## src/rtl/nibble_serial_subtractor.sv

```systemverilog
// nibble_serial_subtractor: 16-bit A-B computed one 4-bit slice per clock with optional signed saturation
module nibble_serial_subtractor #(
  parameter bit SATURATE = 1'b1
) (
  input  logic        clk,
  input  logic        rst,
  input  logic        in_valid,
  output logic        in_ready,
  input  logic [15:0] in_a,
  input  logic [15:0] in_b,
  output logic        out_valid,
  input  logic        out_ready,
  output logic [15:0] out_diff,
  output logic        out_borrow,
  output logic        out_ovf,
  output logic        out_lt,
  output logic        out_eq
);
  typedef enum logic [1:0] {IDLE, BUSY, DONE} state_t;
  state_t      state, state_n;
  logic [15:0] a_q, nb_q;
  logic [11:0] res_q;
  logic        carry_q;
  logic [1:0]  cnt;
  logic [3:0]  a_sl, b_sl, sum;
  logic        c_out;
  logic [15:0] raw;
  logic        ovf;
  assign in_ready  = state == IDLE;
  assign out_valid = state == DONE;
  assign a_sl = a_q[{cnt, 2'b00} +: 4];
  assign b_sl = nb_q[{cnt, 2'b00} +: 4];
  assign {c_out, sum} = {1'b0, a_sl} + {1'b0, b_sl} + {4'b0, carry_q};
  // lower slices shift in from the top, so after three slices res_q holds bits [11:0]
  assign raw = {sum, res_q};
  assign ovf = (a_q[15] == nb_q[15]) & (raw[15] != a_q[15]);
  always_comb begin
    state_n = state == IDLE ? (in_valid ? BUSY : IDLE)
            : state == BUSY ? (cnt == 2'd3 ? DONE : BUSY)
            : (out_ready ? IDLE : DONE);
  end
  always_ff @(posedge clk) begin
    if (rst) state <= IDLE;
    else     state <= state_n;
  end
  always_ff @(posedge clk) begin
    if (rst) begin
      a_q        <= '0;
      nb_q       <= '0;
      res_q      <= '0;
      carry_q    <= 1'b0;
      cnt        <= '0;
      out_diff   <= '0;
      out_borrow <= 1'b0;
      out_ovf    <= 1'b0;
      out_lt     <= 1'b0;
      out_eq     <= 1'b0;
    end else if (state == IDLE && in_valid) begin
      a_q     <= in_a;
      nb_q    <= ~in_b;
      carry_q <= 1'b1;
      cnt     <= '0;
    end else if (state == BUSY) begin
      res_q   <= {sum, res_q[11:4]};
      carry_q <= c_out;
      cnt     <= cnt + 2'd1;
      if (cnt == 2'd3) begin
        out_diff   <= (SATURATE && ovf) ? (a_q[15] ? 16'h8000 : 16'h7FFF) : raw;
        out_borrow <= ~c_out;
        out_ovf    <= ovf;
        out_lt     <= raw[15] ^ ovf;
        out_eq     <= raw == 16'h0000;
      end
    end
  end
endmodule

```

## config.mk

```make
export PLATFORM = sky130hd
export DESIGN_NAME = nibble_serial_subtractor
export DESIGN_NICKNAME = d
export VERILOG_FILES = /design/src/rtl/nibble_serial_subtractor.sv
export SDC_FILE = /design/constraint.sdc
export NUM_CORES = 1
export LEC_CHECK = 0
export ABC_AREA = 1
export CORE_ASPECT_RATIO = 0.6
export CORE_MARGIN = 3
export CORE_UTILIZATION = 46
export DETAILED_ROUTE_END_ITERATION = 16
export GPL_TIMING_DRIVEN = 0
export HOLD_SLACK_MARGIN = 0.02
export PLACE_DENSITY = 0.75
export SETUP_SLACK_MARGIN = 0.15
export SLEW_MARGIN = 20
export SYNTH_ARGS = -nofsm -noshare
export SYNTH_HDL_FRONTEND = slang
export SYNTH_SLANG_ARGS = --single-unit
export TNS_END_PERCENT = 20
```

## constraint.sdc

```tcl
create_clock -name clk -period 2.31 [get_ports clk]
set_input_delay 0.462 -clock clk [delete_from_list [all_inputs] [get_ports clk]]
set_output_delay 0.462 -clock clk [all_outputs]
set_load 0.005 [all_outputs]
```

==> impl_metrics.py, run 1 <==
metrics = {
    "outcome": {
        "status": "finished, violations left",
        "violations": "negative setup slack",
    },
    "floorplanning": {
        "ios": 58,
        "start_util": 0.4997,
        "coreArea_um2": 5859,
        "die_area_um2": 7389,
        "die_x_um": 109.0,
        "fp.dieH_um": 67.80,
        "rows": 21,
    },
    "clock_tree": {
        "cts_buffers": 9,
        "insertion_delay_ps": 340,
        "clk_pin_slew_ps": 70,
        "cts_root_buffer": "clkbuf_8",
        "cts_buffer_depth": 2,
        "cts.sinks": 68,
        "tritoncts": "done",
        "htreeDepth": 3,
    },
    "finish": {
        "multi_input_area_um2": 1515,
        "area_delta_synth_final_pct": 45.98,
        "drive_gt1_frac": 0.2521,
        "post-route-util": 0.7294,
        "nets": 507,
        "diodes": 0,
        "seqCellArea_um2": 1366,
        "fill_cells": 431,
    },
    "setup_path": {
        "cp.required_ps": 2530,
        "critPathLaunchType": "flop",
        "critPathKind": "reg -> reg",
        "startpoint": "cnt[0]",
        "cp.arrival_ps": 2730,
        "cp-end-kind": "flop",
        "rr_startpoint": "cnt[0]",
        "r2r_cells": 17,
        "rr_endpoint": "out_eq",
        "critPathMaxFanout": 5,
        "regToRegSetupSlack_ps": -200,
    },
    "placed_design": {
        "portBuffers": 56,
        "post-place-ws_ps": -345.0,
        "gp_congestion": 0.8811,
        "hpwl_um": 5546,
    },
    "power_and_ir_drop": {
        "power_density_nw_per_um2": 773.3,
        "p_total_mw": 3.305,
        "leakage_nw": 1.698,
        "ir_worst_vdd_uv": 354.7,
    },
    "timing": {
        "fin_crit_ps": 2509,
        "rsz0062_at_grt": "yes",
        "drv_slew": 0,
        "relSlewSlack": 0.6731,
        "skew_ps": 5.861,
        "worstMarginPinSlew_ps": 490.3,
        "fin_tns_setup_ps": -2049,
        "fin_crit_sh": 1.086,
        "fmax_ghz": 0.3986,
        "setup_viol": 20,
        "hold_viol_final": 0,
        "setup_ws_ps": -198.5,
    },
    "logic_synthesis": {
        "synth_top_area_cell": "dfxtp_1",
        "synthMostInstantiatedCell": "o21ai_0",
        "synth-seq-cells": 68,
        "synth_enable_flop_cells": 0,
        "synth_area_um2": 2928,
        "synth_area_per_cell_um2": 7.870,
        "synthFlopType": "dfxtp_1",
        "synth_area_leaders": "dfxtp_1, o21ai_0, a21oi_1",
        "syn-num-nets": 414,
        "synth_top_area_frac": 0.4650,
        "synthArstFlopShare": 0,
        "ys_types": 33,
        "synthCells": 372,
        "netlist_top_cells_count": "o21ai_0, dfxtp_1, nor2_1",
        "yosys_warnings": 0,
        "ys_seq_area_frac": 0.4650,
    },
    "detailed_routing": {
        "wl_um": 9035,
        "drtIter0Drc": 299,
        "wl_per_cell_um": 16.49,
        "first_pass_iters": 5,
        "vias": 2993,
        "ant_nets": 0,
        "drc_errors": 0,
        "viasPerCell": 5.462,
    },
    "global_route": {
        "grt_pass1_wl_um": 13900,
        "grt_usage": 0.2505,
        "first_global_vias": 2724,
        "grt_max_degree": 11,
        "antenna_found_initial": 0,
        "grt_remaining_overflow": 0,
    },
    "worst_hold_path": {
        "hp-start": "res_q[7]",
        "min_path_type": "reg -> reg",
        "hold_depth": 2,
        "hold_end": "out_diff[7]",
    },
    "job": {
        "maxCapViolations": 0,
    },
}
==> cells in the final DEF (no fill, tap or decap), types with 5 or more instances in the layout <==
master            n
a21oi_1          38
a21oi_2          11
buf_2             8
buf_4            19
buf_6             7
clkbuf_1         11
clkbuf_8         10
clkdlybuf4s50_1  56
dfxtp_1          66
inv_1            23
nand2_1          27
nand2_2          14
nor2_1           47
nor2_2            5
o21ai_0          59
o21ai_1           5
o21ai_2           6
==> power by group <==
part	total [mW]	leakage, nW	internal (mW)	switching (mW)
clock network	0.824	0.0783	0.406	0.418
logic	1.13	1.06	0.534	0.601
registers	1.35	0.559	1.27	0.0740
==> stage by stage <==
step / instances / hold slack (ps) / instance area [um2]
3_5_place_dp: 508 / 468.4 / 3630
3_3_place_gp: 508 / 463.9 / 3630
6_report: 548 / 484.5 / 4274
5_1_grt: 548 / 508.6 / 4274
4_1_cts: 546 / 473.6 / 4136
2_1_floorplan: 372 / 437.7 / 2969
==> critical path, cell delays in order (launching register included) <==
cell and delay [ps]:
dfxtp_2 330, buf_6 130, inv_6 70, buf_6 110
nand2_2 40, a32o_2 250, fa_2 400, buf_4 160
inv_4 50, nand3_4 100, nand2_4 90, nand2_2 70
buf_4 140, buf_4 120, nand2_1 120, nor2_2 60
nor2_1 100, nor2_1 50
==> state kept, by name (all words and copies together) (netlist names) <==
signal / flops
out_ovf: 1
a_q: 16
out_diff: 16
carry_q: 1
cnt: 2
out_eq: 1
out_borrow: 1
nb_q: 16
state: 2
res_q: 12
==> cell families after synthesis <==
group / Yosys count / synth area share
buffers and inverters: 55 / 0.08419
and+or+nand+nor: 107 / 0.1585
AOI/OAI and AO/OA: 134 / 0.2556
adders and majority gates: 6 / 0.03077
xor gates and xnor gates: 2 / 0.005984
DFF: 68 / 0.4650
==> how the worst max path moves through the flow <==
stage               endpoint  slack (ps)  cells after the start
CTS                   out_eq        -170                     12
floorplan             out_eq          40                     13
global route          out_eq        -300                     17
finish                out_eq        -200                     17
global placement      out_eq        -330                     11
detailed placement    out_eq        -350                     11
==> timing repair <==
| action | CTS | global route |
|---|---|---|
| endpoints found under the setup margin | 23 | 23 |
| cloned | 2 | 0 |
| pin swaps | 17 | 9 |
| resized for setup | 43 | 29 |
| buffers inserted | 22 | 2 |
| hold buffers | 0 | 0 |
==> final cells by class <==
cell class | count | area share
Inverter | 30 | 0.02927
Clock buffer | 12 | 0.03396
Buffer | 25 | 0.04391
Clock inverter | 2 | 0.002927
Tap cell | 80 | 0.02342
Sequential cell | 68 | 0.3197
Timing Repair Buffer | 82 | 0.1923
Multi-Input combinational cell | 249 | 0.3545
==> routing by layer <==
layer	track usage	vias to the layer above	routed length, um
li1	-	1441	-
met1	0.3727	1362	4282
met2	0.3471	172	3661
met3	0.08023	18	966
met4	0.05827	0	126
met5	0	-	0
No activity file was read; power rests on OpenSTA's default activity.
==> run 2: changes to the inputs <==
--- a/config.mk
+++ b/config.mk
@@ -9,6 +9,7 @@
 export CORE_ASPECT_RATIO = 0.6
 export CORE_MARGIN = 3
 export CORE_UTILIZATION = 46
+export CTS_CLUSTER_DIAMETER = 100
 export DETAILED_ROUTE_END_ITERATION = 16
 export GPL_TIMING_DRIVEN = 0
 export HOLD_SLACK_MARGIN = 0.02
==> results of run 2 <==
Final layout, timing and power as in run 1 (identical DEF).
